**src/rtl/riscv_muldiv_if.sv**
```systemverilog
// Issue/result bundle between the execute stage and the RV32M multiply/divide unit.
// The master side issues operations; the slave side is the unit itself.
interface riscv_muldiv_if #(
  parameter int unsigned XLEN = 32
);
  logic            start;
  logic [2:0]      funct3;
  logic [XLEN-1:0] srcA;
  logic [XLEN-1:0] srcB;
  logic            flush;
  logic            busy;
  logic            stall;
  logic            done;
  logic [XLEN-1:0] result;

  modport master (
    output start, funct3, srcA, srcB, flush,
    input  busy, stall, done, result
  );

  modport slave (
    input  start, funct3, srcA, srcB, flush,
    output busy, stall, done, result
  );
endinterface

```
**src/rtl/riscv_muldiv_unit.sv**
```systemverilog
// Iterative RISC-V M-extension unit: radix-2 shift-add multiply and restoring divide.
// Operands are normalised to magnitudes at issue; the sign is applied when the result is latched.
module riscv_muldiv_unit #(
  parameter int unsigned XLEN      = 32,
  parameter bit          FAST_ZERO = 1'b1
) (
  input logic           clk,
  input logic           reset,
  riscv_muldiv_if.slave bus
);
  localparam int unsigned CNT_W = $clog2(XLEN + 1);
  localparam int unsigned PW    = 2 * XLEN;
  localparam logic [XLEN-1:0] MOST_NEG = {1'b1, {(XLEN-1){1'b0}}};

  typedef enum logic [1:0] {
    IDLE = 2'd0,
    CALC = 2'd1,
    DONE = 2'd2
  } state_e;

  state_e           state_q, state_d;
  logic [CNT_W-1:0] cnt_q;
  logic [PW-1:0]    acc_q;
  logic [XLEN-1:0]  opb_q;
  logic [2:0]       op_q;
  logic             neg_q;
  logic [XLEN-1:0]  result_q;

  logic load, fast, step, finish;

  // Issue-time decode: signedness, magnitudes, result sign and the short-cut cases
  logic            a_sgn, b_sgn, a_neg, b_neg, is_div_in, b_zero, ovf, fast_hit, neg_in;
  logic [XLEN-1:0] abs_a, abs_b, fast_res;

  always_comb begin
    is_div_in = bus.funct3[2];
    a_sgn     = (bus.funct3 != 3'b011) && !(bus.funct3[2] && bus.funct3[0]);
    b_sgn     = a_sgn && (bus.funct3 != 3'b010);
    a_neg     = a_sgn && bus.srcA[XLEN-1];
    b_neg     = b_sgn && bus.srcB[XLEN-1];
    abs_a     = a_neg ? -bus.srcA : bus.srcA;
    abs_b     = b_neg ? -bus.srcB : bus.srcB;
    b_zero    = (bus.srcB == '0);
    ovf       = is_div_in && b_sgn && (bus.srcA == MOST_NEG) && (bus.srcB == '1);
    fast_hit  = FAST_ZERO && is_div_in && (b_zero || ovf);
    // A zero divisor keeps the quotient at all-ones regardless of the dividend sign
    if (is_div_in) neg_in = bus.funct3[1] ? a_neg : ((a_neg ^ b_neg) && !b_zero);
    else           neg_in = a_neg ^ b_neg;
    if (bus.funct3[1]) fast_res = b_zero ? bus.srcA : '0;
    else               fast_res = b_zero ? '1 : bus.srcA;
  end

  always_ff @(posedge clk) begin
    if (reset) state_q <= IDLE;
    else       state_q <= state_d;
  end

  always_comb begin
    state_d = state_q;
    load    = 1'b0;
    fast    = 1'b0;
    step    = 1'b0;
    finish  = 1'b0;
    case (state_q)
      IDLE: begin
        if (bus.start && !bus.flush) begin
          load = 1'b1;
          if (fast_hit) begin
            fast    = 1'b1;
            state_d = DONE;
          end else begin
            state_d = CALC;
          end
        end
      end
      CALC: begin
        if (bus.flush) begin
          state_d = IDLE;
        end else if (cnt_q == CNT_W'(XLEN)) begin
          finish  = 1'b1;
          state_d = DONE;
        end else begin
          step = 1'b1;
        end
      end
      DONE:    state_d = IDLE;
      default: state_d = IDLE;
    endcase
  end

  // One iteration of each algorithm; acc holds {high product, multiplier} or {remainder, quotient}
  logic [XLEN:0]   mul_sum, div_shift, div_diff;
  logic            borrow;
  logic [PW-1:0]   mul_next, div_next, mul_full;
  logic [XLEN-1:0] div_raw, div_res, calc_res;

  always_comb begin
    mul_sum   = {1'b0, acc_q[PW-1:XLEN]} + (acc_q[0] ? {1'b0, opb_q} : '0);
    mul_next  = {mul_sum, acc_q[XLEN-1:1]};
    div_shift = {acc_q[PW-1:XLEN], acc_q[XLEN-1]};
    div_diff  = div_shift - {1'b0, opb_q};
    borrow    = div_diff[XLEN];
    div_next  = {(borrow ? div_shift[XLEN-1:0] : div_diff[XLEN-1:0]), acc_q[XLEN-2:0], !borrow};
    mul_full  = neg_q ? -acc_q : acc_q;
    div_raw   = op_q[1] ? acc_q[PW-1:XLEN] : acc_q[XLEN-1:0];
    div_res   = neg_q ? -div_raw : div_raw;
    if (op_q[2])             calc_res = div_res;
    else if (op_q[1:0] == 2'b00) calc_res = mul_full[XLEN-1:0];
    else                     calc_res = mul_full[PW-1:XLEN];
  end

  always_ff @(posedge clk) begin
    if (reset) begin
      cnt_q    <= '0;
      acc_q    <= '0;
      opb_q    <= '0;
      op_q     <= '0;
      neg_q    <= 1'b0;
      result_q <= '0;
    end else begin
      if (load) begin
        op_q  <= bus.funct3;
        neg_q <= neg_in;
        opb_q <= abs_b;
        acc_q <= {{XLEN{1'b0}}, abs_a};
        cnt_q <= '0;
      end else if (step) begin
        acc_q <= op_q[2] ? div_next : mul_next;
        cnt_q <= cnt_q + CNT_W'(1);
      end
      if (finish)    result_q <= calc_res;
      else if (fast) result_q <= fast_res;
    end
  end

  assign bus.busy   = (state_q != IDLE);
  assign bus.done   = (state_q == DONE);
  assign bus.result = result_q;
  // Holds the issuing instruction in execute until the result is ready
  assign bus.stall  = !reset && ((state_q == CALC) ||
                                 ((state_q == IDLE) && bus.start && !bus.flush));
endmodule

```
**src/flat_wrapper.sv**
```systemverilog
// flat-port wrapper written by rule: the top's interface ports become plain ports
module riscv_muldiv_unit_flat 
#(
  parameter int unsigned XLEN      = 32,
  parameter bit          FAST_ZERO = 1'b1
)
  (clk, reset, bus_start, bus_funct3, bus_srcA, bus_srcB, bus_flush, bus_busy, bus_stall, bus_done, bus_result);
  riscv_muldiv_if #(.XLEN(XLEN)) bus_i ();
  input logic clk;
  input logic reset;
  input wire logic [$bits(bus_i.start)-1:0] bus_start;
  input wire logic [$bits(bus_i.funct3)-1:0] bus_funct3;
  input wire logic [$bits(bus_i.srcA)-1:0] bus_srcA;
  input wire logic [$bits(bus_i.srcB)-1:0] bus_srcB;
  input wire logic [$bits(bus_i.flush)-1:0] bus_flush;
  output wire logic [$bits(bus_i.busy)-1:0] bus_busy;
  output wire logic [$bits(bus_i.stall)-1:0] bus_stall;
  output wire logic [$bits(bus_i.done)-1:0] bus_done;
  output wire logic [$bits(bus_i.result)-1:0] bus_result;
  assign bus_i.start = bus_start;
  assign bus_i.funct3 = bus_funct3;
  assign bus_i.srcA = bus_srcA;
  assign bus_i.srcB = bus_srcB;
  assign bus_i.flush = bus_flush;
  assign bus_busy = bus_i.busy;
  assign bus_stall = bus_i.stall;
  assign bus_done = bus_i.done;
  assign bus_result = bus_i.result;
  riscv_muldiv_unit #(.XLEN(XLEN), .FAST_ZERO(FAST_ZERO)) u_core (.clk(clk), .reset(reset), .bus(bus_i));
endmodule
```
**config.mk**
```make
export PLATFORM = sky130hd
export DESIGN_NAME = riscv_muldiv_unit_flat
export DESIGN_NICKNAME = d
export VERILOG_FILES = /design/src/rtl/riscv_muldiv_if.sv /design/src/rtl/riscv_muldiv_unit.sv /design/src/flat_wrapper.sv
export SDC_FILE = /design/constraint.sdc
export NUM_CORES = 1
export LEC_CHECK = 0
export CORE_MARGIN = 2
export CORE_UTILIZATION = 70
export DETAILED_ROUTE_END_ITERATION = 12
export DONT_BUFFER_PORTS = 1
export PLACE_DENSITY = 0.91
export SYNTH_ARGS = -nofsm -noshare
export SYNTH_HDL_FRONTEND = slang
export SYNTH_SLANG_ARGS = --single-unit
export TNS_END_PERCENT = 1
```
**constraint.sdc**
```tcl
create_clock -name clk -period 10.7 [get_ports clk]
set_input_delay 0.535 -clock clk [delete_from_list [all_inputs] [get_ports clk]]
set_output_delay 0.535 -clock clk [all_outputs]
set_load 0.1 [all_outputs]
```
; After elaboration in Yosys (flattened, before gate mapping)
; Index checks and enable logic that the tools add are counted.
[op_classes]
addsub = 7
eq_ne = 9
n_mux = 35
n_bitwise = 1
n_reduce_logical = 29
[ops]
columns = cell, count
row1 = 2-to-1 mux 32 bit, 15
row2 = 2-to-1 mux 64 bit, 2
row3 = negation 32 bit, 3
row4 = equality test 32 bit (second input constant), 2
row5 = negation 64 bit, 1
row6 = adder 32 x 32 -> 33 bit, 1
row7 = subtractor 33 x 32 -> 33 bit, 1
row8 = zero test 32 bit, 1
row9 = logical AND 1 bit, 14
row10 = 2-to-1 mux 1 bit, 13
row11 = inequality test 3 x 2 -> 1 bit (second input constant), 3
row12 = 2-to-1 mux 2 bit, 4
row13 = adder 6 x 1 -> 6 bit (second input constant), 1
row14 = equality test 6 bit (second input constant), 1
row15 = nonzero test 2 bit, 3
row16 = zero test 1 bit, 5
row17 = zero test 2 bit, 2
row18 = case mux 2 bit (2 select lines), 1
row19 = equality test 2 x 1 -> 1 bit (second input constant), 1
row20 = equality test 2 bit (second input constant), 1
row21 = logical OR 1 bit, 2
row22 = inequality test 2 x 1 -> 1 bit (second input constant), 1
row23 = AND reduction 2 bit, 1
row24 = OR reduction 2 bit, 1
row25 = XOR 1 bit, 1
[word_totals]
reg_bits = 140
inputBits = 71
out_inout_bits = 35
wordCells = 89

; Longest topological paths before layout
; Gate-level depths: netlist (run 1).
[logic_depth]
depth_word = 14
ltp_mapped = 17
mapped_depth_nobuf = 13

; Worst setup path before layout (run 1)
; No wires, ideal clock.
[synth_path]
kind = reg2reg
startpoint = register u_core.op_q[1]
endpoint = register u_core.result_q[24] (netlist: u_core.bus.result[24])
setup_ns = 0.091
arrival_ns = 4.687
t_required_ns = 10.609
setup_slack_ns = 5.922
stages_incl_launch_ff = 18
path_buffers = 6
synth_period_minus_slack_ns = 4.778
cell_sequence = dfxtp_1 > buf_2 > buf_2 > buf_2 > buf_1 > buf_2 > buf_1 > mux2i_1 > ha_1 > o21ai_0 > or2_2 > or3_1 > or3_1 > or3_1 > o21ai_0 > xor2_1 > a221oi_1 > a311oi_1
[synth_between]
elab_chain_cells = 5
word_cells_on_any_way = 7
classes_between = add/sub (1) / mux (5) / reduce/logical (1)
[synth_lines]
columns = element, line_no
row1 = start: declaration, riscv_muldiv_unit.sv:25  ; logic [2:0] op_q;
row2 = start signal: assignment, riscv_muldiv_unit.sv:122  ; op_q <= bus.funct3;
row3 = 2-to-1 mux 32 bit, riscv_muldiv_unit.sv:105  ; div_raw = op_q[1] ? acc_q[PW-1:XLEN] : acc_q[XLEN-1:0];
row4 = negation 32 bit, riscv_muldiv_unit.sv:106  ; div_res = neg_q ? -div_raw : div_raw;
row5 = 2-to-1 mux 32 bit, riscv_muldiv_unit.sv:106
row6 = 2-to-1 mux 32 bit (*), riscv_muldiv_unit.sv:107  ; if (op_q[2]) calc_res = div_res;
row7 = 2-to-1 mux 32 bit (*), riscv_muldiv_unit.sv:131  ; if (finish) result_q <= calc_res;
row8 = end signal: assignment, riscv_muldiv_unit.sv:131
row9 = end signal: assignment, riscv_muldiv_unit.sv:132  ; else if (fast) result_q <= fast_res;
row10 = end: declaration, riscv_muldiv_unit.sv:27  ; logic [XLEN-1:0] result_q;
; Mark *: on every way between the ends. The rest lies on a longest branch, timed or not.
; A chain may end at the register's enable or synchronous reset.

; Worst setup path after layout (run 1)
; Same ends and word-level chain as after synthesis.

==> metrics.md, run 1 <==
| Metric | Value |
|---|---|
| R2R depth | 12 |
| Die area | 22000 um2 |
| Syn nets | 2147 |
| Pwr dens | 116 nW/um2 |
| Number of synthesized flops with an enable pin | 0 |
| Synthesized flop and latch total | 140 |
| Largest net degree at the start of global routing | 97 |
| Synth cell types | 77 |
| Fin crit period | 4.14 ns |
| Syn avg cell area | 7.27 um2 |
| TritonRoute pass-1 iters | 6 |
| Met3 Track Usage GR | 13.4% |
| Initial DRC Count | 2116 |
| Met2 usage | 64.7% |
| CTS tree | built |
| Placement Cell Area | 14400 um2 |
| Worst path arrival time | 4.44 ns |
| Critical Path Start Type | register |
| Yosys warning count | 0 |
| WL/cell | 23.0 um |
| Setup crit start | u_core.op_q[1] |
| R2R Path Start | u_core.op_q[1] |
| Register area share after synthesis | 19.2% |
| Vias in the first global route | 14400 |
| Clk_skew | 0.0117 ns |
| Hpwl dp | 35.6 mm |
| First-pass GRT wire length | 77.5 mm |
| Design Area, Final | 15100 um2 |
| Layout cells sized above 1 | 6.29% |
| WHS Path Cells | 1 |
| Clock Path Buffers | 2 |
| I/O Buffers | 0 |
| Most used routing layer in global routing | met2 |
| Total clock buffers created by CTS | 17 |
| Initial antenna violation count | 0 |
| Critical path peak fanout | 67 |
| Static leakage | 0.00529 uW |
| Final core occ | 74.2% |
| PostCTS Resize Cnt | 0 |
| Core Rows | 52 |
| Synth Cell Area | 14600 um2 |
| Ant. Diodes | 0 |
| Synth area leader | dfxtp_1 |
| TritonCTS Sinks | 140 |
| Number of buffers and inverters on the critical path | 1 |
| Final period util | 38.7% |
| Most frequent cells in the layout | nor2_1 (220), nand2_1 (164), a21oi_1 (150), o21ai_0 (147), dfxtp_1 (137) |
| Max_slew headroom | 21.5% |
| Tot Pwr | 1750 uW |
| Vias after detailed routing | 15700 |
| Main synth FF type | dfxtp_1 |
| Grt ovf | 0 |
| Worst slew pin tran | 1.18 ns |
| H-tree depth | 4 |
| Crit path max-delay family | simple AND/OR/NAND/NOR gates |
| Most used cell, CP | or3_1 |
| Peak VDD IR | 0.0975 mV |
| Die H | 148 um |
| RSZ-0062 raised after global routing | false |
| Initial Utilization | 71.7% |
| Final setup fails | 0 |
| Hold Buf Count CTS | 0 |
| Met1 usage | 60.7% |
| DRC violations left | 0 |
| Post-route insts no fill | 2162 |
| Post-Syn Instances | 2003 |
| Critical path, cell by cell | buf_4, mux2i_1, ha_1, o21ai_0, or2_2, or3_1, or3_1, or3_1, o21ai_0, xor2_1, a221oi_1, a311oi_1 |
| Commonest non-fill, non-tap cell in the layout | nor2_1 |
| Max_cap viols | 0 |
| Root Driver | clkbuf_16 |
| Outcome | completed |
| Hold Crit Start | reset |
| Core Region | 20300 um2 |
| Global Route Usage Sum | 44.2% |
| Final setup TNS | 0 ns |
| Via density | 7.24 |
| Reg clk slew, reported paths | 0.07 ns |
| Post-DRT Antenna Nets | 0 |
| Synth-to-Final Area Change | 3.42% |
| Hold Crit Class | input port to register |
| Layout net count | 2023 |
| # Post-CTS Setup Buffers | 0 |
| Slowest CP cell | buf_4 |
| Endpoints failing hold | 0 |
| Drt total wl | 49.8 mm |
| Asr flop ratio synth | 0% |
| Crit Path Class | register to register |
| WP data required | 10.99 ns |
| Die X | 148 um |
| Element type at the critical path end | register |
| Fmax achieved | 0.241 GHz |
| GP Congestion | 1.01 |
| Max Slew Vio Count | 0 |
| Area share of the largest cell type after synthesis | 19.2% |
| I/O Pins | 106 |
| Post-Place Cells | 2130 |
| Max stage delay on crit path | 0.64 ns |
| Later-pin clock latency in the skew report | 0.43 ns |
| CP Depth | 12 |
| Top post-synthesis cells by area | dfxtp_1 (19%), xnor2_1 (6.2%), ha_1 (6.1%), xor2_1 (6.1%), nor2_1 (5.7%) |
-- state kept, by name, indices dropped and copies added, names as in the netlist --
register / flops
u_core.op_q: 3
u_core.state_q: 2
u_core.cnt_q: 6
u_core.opb_q: 32
u_core.acc_q: 64
u_core.bus.result: 32
u_core.neg_q: 1
-- Yosys cell counts, drive strengths merged (3+ instances only) --
| library cell | n |
|---|---|
| nor2 | 223 |
| nand2 | 164 |
| a21oi | 151 |
| o21ai | 149 |
| dfxtp | 140 |
| clkbuf | 129 |
| xnor2 | 103 |
| a211oi | 101 |
| xor2 | 101 |
| mux2i | 72 |
| ha | 71 |
| inv | 52 |
| nor3 | 48 |
| o31ai | 41 |
| nand3 | 31 |
| buf | 30 |
| or3 | 25 |
| or2 | 23 |
| a21o | 22 |
| maj3 | 22 |
| nand4 | 22 |
| mux2 | 20 |
| nand2b | 20 |
| o211ai | 19 |
| a311oi | 18 |
| nor4 | 17 |
| o41ai | 17 |
| a31oi | 16 |
| a221oi | 13 |
| and3 | 13 |
| or4 | 12 |
| a31o | 11 |
| o21a | 11 |
| o21bai | 9 |
| o221ai | 9 |
| o22ai | 9 |
| nor2b | 8 |
| and2 | 7 |
| a21boi | 6 |
| a2111oi | 5 |
| nor3b | 5 |
| a221o | 3 |
| a311o | 3 |
| nand3b | 3 |
| nor4b | 3 |
-- path summary, 6_finish.rpt --
path	end	slack (ns)
min reg2reg	u_core.opb_q[8]	0.50
min	u_core.bus.result[26]	0.18
max	u_core.bus.result[24]	6.56
max reg2reg	u_core.bus.result[24]	6.56
-- power by group --
group | switching [uW] | leakage [uW] | internal, uW
clock | 271 | 0.000314 | 403
combinational | 300 | 0.00384 | 187
sequential | 49.5 | 0.00114 | 543
-- per-stage QoR --
stage | worst slack, ns | hold WS [ns]
finish | 6.56 | 0.182
global route | 6.36 | 0.180
CTS | 6.62 | 0.172
detailed placement | 6.66 | 0.489
global placement | 6.77 | 0.474
floorplan | 5.92 | 0.432
-- routing by layer --
layer	up-vias	share of wire, %
met5	-	0
met4	0	5.1
met3	220	14
met2	1118	41
met1	7258	40
li1	7058	-
-- cell families after synthesis --
group	after synthesis	synth area share [%]
xor gates and xnor gates	204	12.3
buffers and inverters	212	5.73
DFF	140	19.2
adders and majority gates	95	7.89
AOI/OAI and AO/OA	630	28.1
and+or+nand+nor	630	20.3
muxes	92	6.49
-- cell type report --
class                      count  area, um2
clock inverter                14        205
clock buffer                  18        439
tap                          270        338
sequential                   140       2810
inverter                      53        199
multi-input combinational   1651      11000
fill                        1594       5240
timing repair buffer          16        120
No activity file was read; power rests on OpenSTA's default activity.
==> inputs of run 2 (changes only) <==
- CORE_UTILIZATION: 70 -> 60
- PLACE_DENSITY: 0.91 -> 0.84
- clock period: 10.7 -> 3.5 ns (I/O delays scaled with it)
==> run 2 against run 1 <==
Sequential power grew to 3.0 times the previous value. Maximum frequency grew 22%. Sequential cell count is the same. Sequential share of layout area shrank 2.0 points. Core utilization shrank 4.4 points. Hold slack lost 0.17 ns. Clock skew grew 0.0028 ns. Cell count grew 11%. Critical endpoint is now u_core.acc_q[0].
==> metrics.md, run 2 (synthesis gave the netlist of run 1 again) <==
| Metric | Value |
|---|---|
| Outcome | completed |
| Top reg by flops | u_core.acc_q |
| Worst slew pin tran | 1.12 ns (-0.0615 ns) |
| Die area | 25500 um2 (+16%) |
| Final period util | 97.0% (+58 points) |
| Worst path arrival time | 3.75 ns (-0.69 ns) |
| Vias in the first global route | 15800 (+9.4%) |
| Max stage delay on crit path | 0.44 ns (-0.20 ns) |
| Hpwl dp | 38.9 mm (+9.4%) |
| Critical Path Start Type | register |
| Via density | 7.02 (-3.1%) |
| Most frequent cells in the layout | nor2_1 (220), nand2_1 (164), a21oi_1 (148), o21ai_0 (142), dfxtp_1 (137) |
| TritonRoute pass-1 iters | 8 (+2) |
| Fmax achieved | 0.295 GHz (+22%) |
| Fin crit period | 3.39 ns (-0.746 ns) |
| Crit path max-delay family | compound AO/OA/AOI/OAI gates |
| Ant. Diodes | 0 (unchanged) |
| Hold slack | 0.0159 ns (-0.166 ns) |
| Place WS | -0.0177 ns (-6.68 ns) |
| Crit Path Class | register to register |
| WL/cell | 23.2 um (+1.0%) |
| Post-Place Cells | 2313 (+8.6%) |
| Core Rows | 57 (+9.6%) |
| Number of buffers and inverters on the critical path | 2 (+1) |
| Max_cap viols | 0 (unchanged) |
| Max Slew Vio Count | 0 (unchanged) |
| First-pass GRT wire length | 86.4 mm (+11%) |
| Largest register FFs | 64 (unchanged) |
| Commonest non-fill, non-tap cell in the layout | nor2_1 |
| Hold Crit Class | input port to register |
| Design Area, Final | 16800 um2 (+12%) |
| Placement Cell Area | 15600 um2 (+8.1%) |
| Element type at the critical path end | register |
| Post-DRT Antenna Nets | 0 (unchanged) |
| Later-pin clock latency in the skew report | 0.45 ns (+0.02 ns) |
| Max_slew headroom | 25.4% (+4.0 points) |
| Initial antenna violation count | 0 (unchanged) |
| Clock Path Buffers | 2 (unchanged) |
| Global Route Usage Sum | 42.1% (-2.1 points) |
| Setup slack, reg-to-reg | 0.11 ns (-6.45 ns) |
| Layout cells sized above 1 | 13.2% (+6.9 points) |
| H-tree depth | 4 (unchanged) |
| Clk_skew | 0.0145 ns (+0.00276 ns) |
| I/O Buffers | 0 (unchanged) |
| GP Congestion | 1.00 (-0.78%) |
| Critical path, cell by cell | inv_1, ha_1, a21o_1, a221o_1, a21oi_1, nand3_1, mux2i_2, buf_4, or2_2, nor2_1, a221oi_1, a211oi_2 |
| Endpoints failing hold | 0 (unchanged) |
| Grt ovf | 0 (unchanged) |
| Layout net count | 2204 (+8.9%) |
| RSZ-0062 raised after global routing | true |
| CTS tree | built |
| Peak VDD IR | 0.312 mV (+220%) |
| Reg clk slew, reported paths | 0.07 ns (about the same) |
| Die X | 160 um (+7.8%) |
| Drt total wl | 55.7 mm (+12%) |
| Largest net degree at the start of global routing | 126 (+30%) |
| WP data required | 3.85 ns (-7.14 ns) |
| Final setup fails | 0 (unchanged) |
| Post-route insts no fill | 2397 (+11%) |
| Synth-to-Final Area Change | 15.6% |
| Vias after detailed routing | 16800 (+7.5%) |
| Setup ws final | 0.105 ns (-6.45 ns) |
| Static leakage | 0.00623 uW (+18%) |
| Initial DRC Count | 2286 (+8.0%) |
| Root Driver | clkbuf_16 |
| Core Region | 24100 um2 (+19%) |
| Pwr dens | 324 nW/um2 (+180%) |
| Initial Utilization | 60.4% (-11 points) |
| TritonCTS Sinks | 140 (unchanged) |
| I/O Pins | 106 (unchanged) |
| Die H | 160 um (+7.8%) |
| Critical path peak fanout | 7 (-90%) |
| Slowest CP cell | dfxtp_1 |
| Total clock buffers created by CTS | 17 (unchanged) |
| DRC violations left | 0 (unchanged) |
| Final core occ | 69.8% (-4.4 points) |
-- run 2: cell types whose count changed in the layout (fill, tap and decap cells not counted), moves of 3 or more --
cell and delta:
or3_1 -3, inv_8 +5, o21ai_0 -5, or3_4 +3, buf_12 +9, buf_4 +119
dlygate4sd3_1 +51, bufinv_16 -4, o21ai_1 +3, a211oi_1 -3
-- run 2: metrics by stage --
| step | setup TNS [ns] | power [uW] |
|---|---|---|
| 5_1_grt | -0.102 | 5620 |
| 6_report | 0 | 5450 |
| 3_3_place_gp | -0.000927 | 3370 |
| 4_1_cts | 0 | 5330 |
| 3_5_place_dp | -0.0177 | 3410 |
| 2_1_floorplan | -0.0855 | 2940 |
-- run 2: area by class of cell --
class / count / area (um2)
Timing Repair Buffer: 197 / 1740
Tap cell: 324 / 405
Clock inverter: 14 / 144
Clock buffer: 18 / 439
Multi-Input combinational cell: 1651 / 11100
Sequential cell: 140 / 2810
Inverter: 53 / 199
Fill cell: 1909 / 7270
-- run 2: repair_timing --
action / in CTS / in global routing
cloned: 0 / 0
setup endpoints to repair: 1 / 41
hold endpoints to repair: 91 / 0
setup buffers: 0 / 0
pin swaps: 0 / 2
hold buffers: 52 / 0
gates resized for setup: 2 / 26
-- run 2: power breakdown --
group	switching (uW)	leakage [uW]	total, uW	internal (uW)
clock	898	0.000286	1870	972
combinational	1090	0.00480	1830	744
sequential	90.0	0.00114	1750	1660
total	2080	0.00623	5450	3380
-- run 2: worst paths after layout --
| kind | start | endpoint | cells after the start |
|---|---|---|---|
| setup reg to reg | u_core.opb_q[25] | u_core.acc_q[0] | 12 |
| hold reg to reg | u_core.opb_q[16] | u_core.opb_q[16] | 2 |
| hold / removal | bus_srcA[16] | u_core.acc_q[16] | 2 |
| setup / recovery | u_core.opb_q[25] | u_core.acc_q[0] | 12 |
-- run 2: routing by layer --
layer / vias to the layer above / track usage [%] / share of wire, %
met3: 275 / 9.17 / 13
met5: - / 0 / 0
li1: 7434 / - / -
met2: 1341 / 65.5 / 43
met4: 0 / 20.0 / 5.8
met1: 7771 / 55.6 / 38
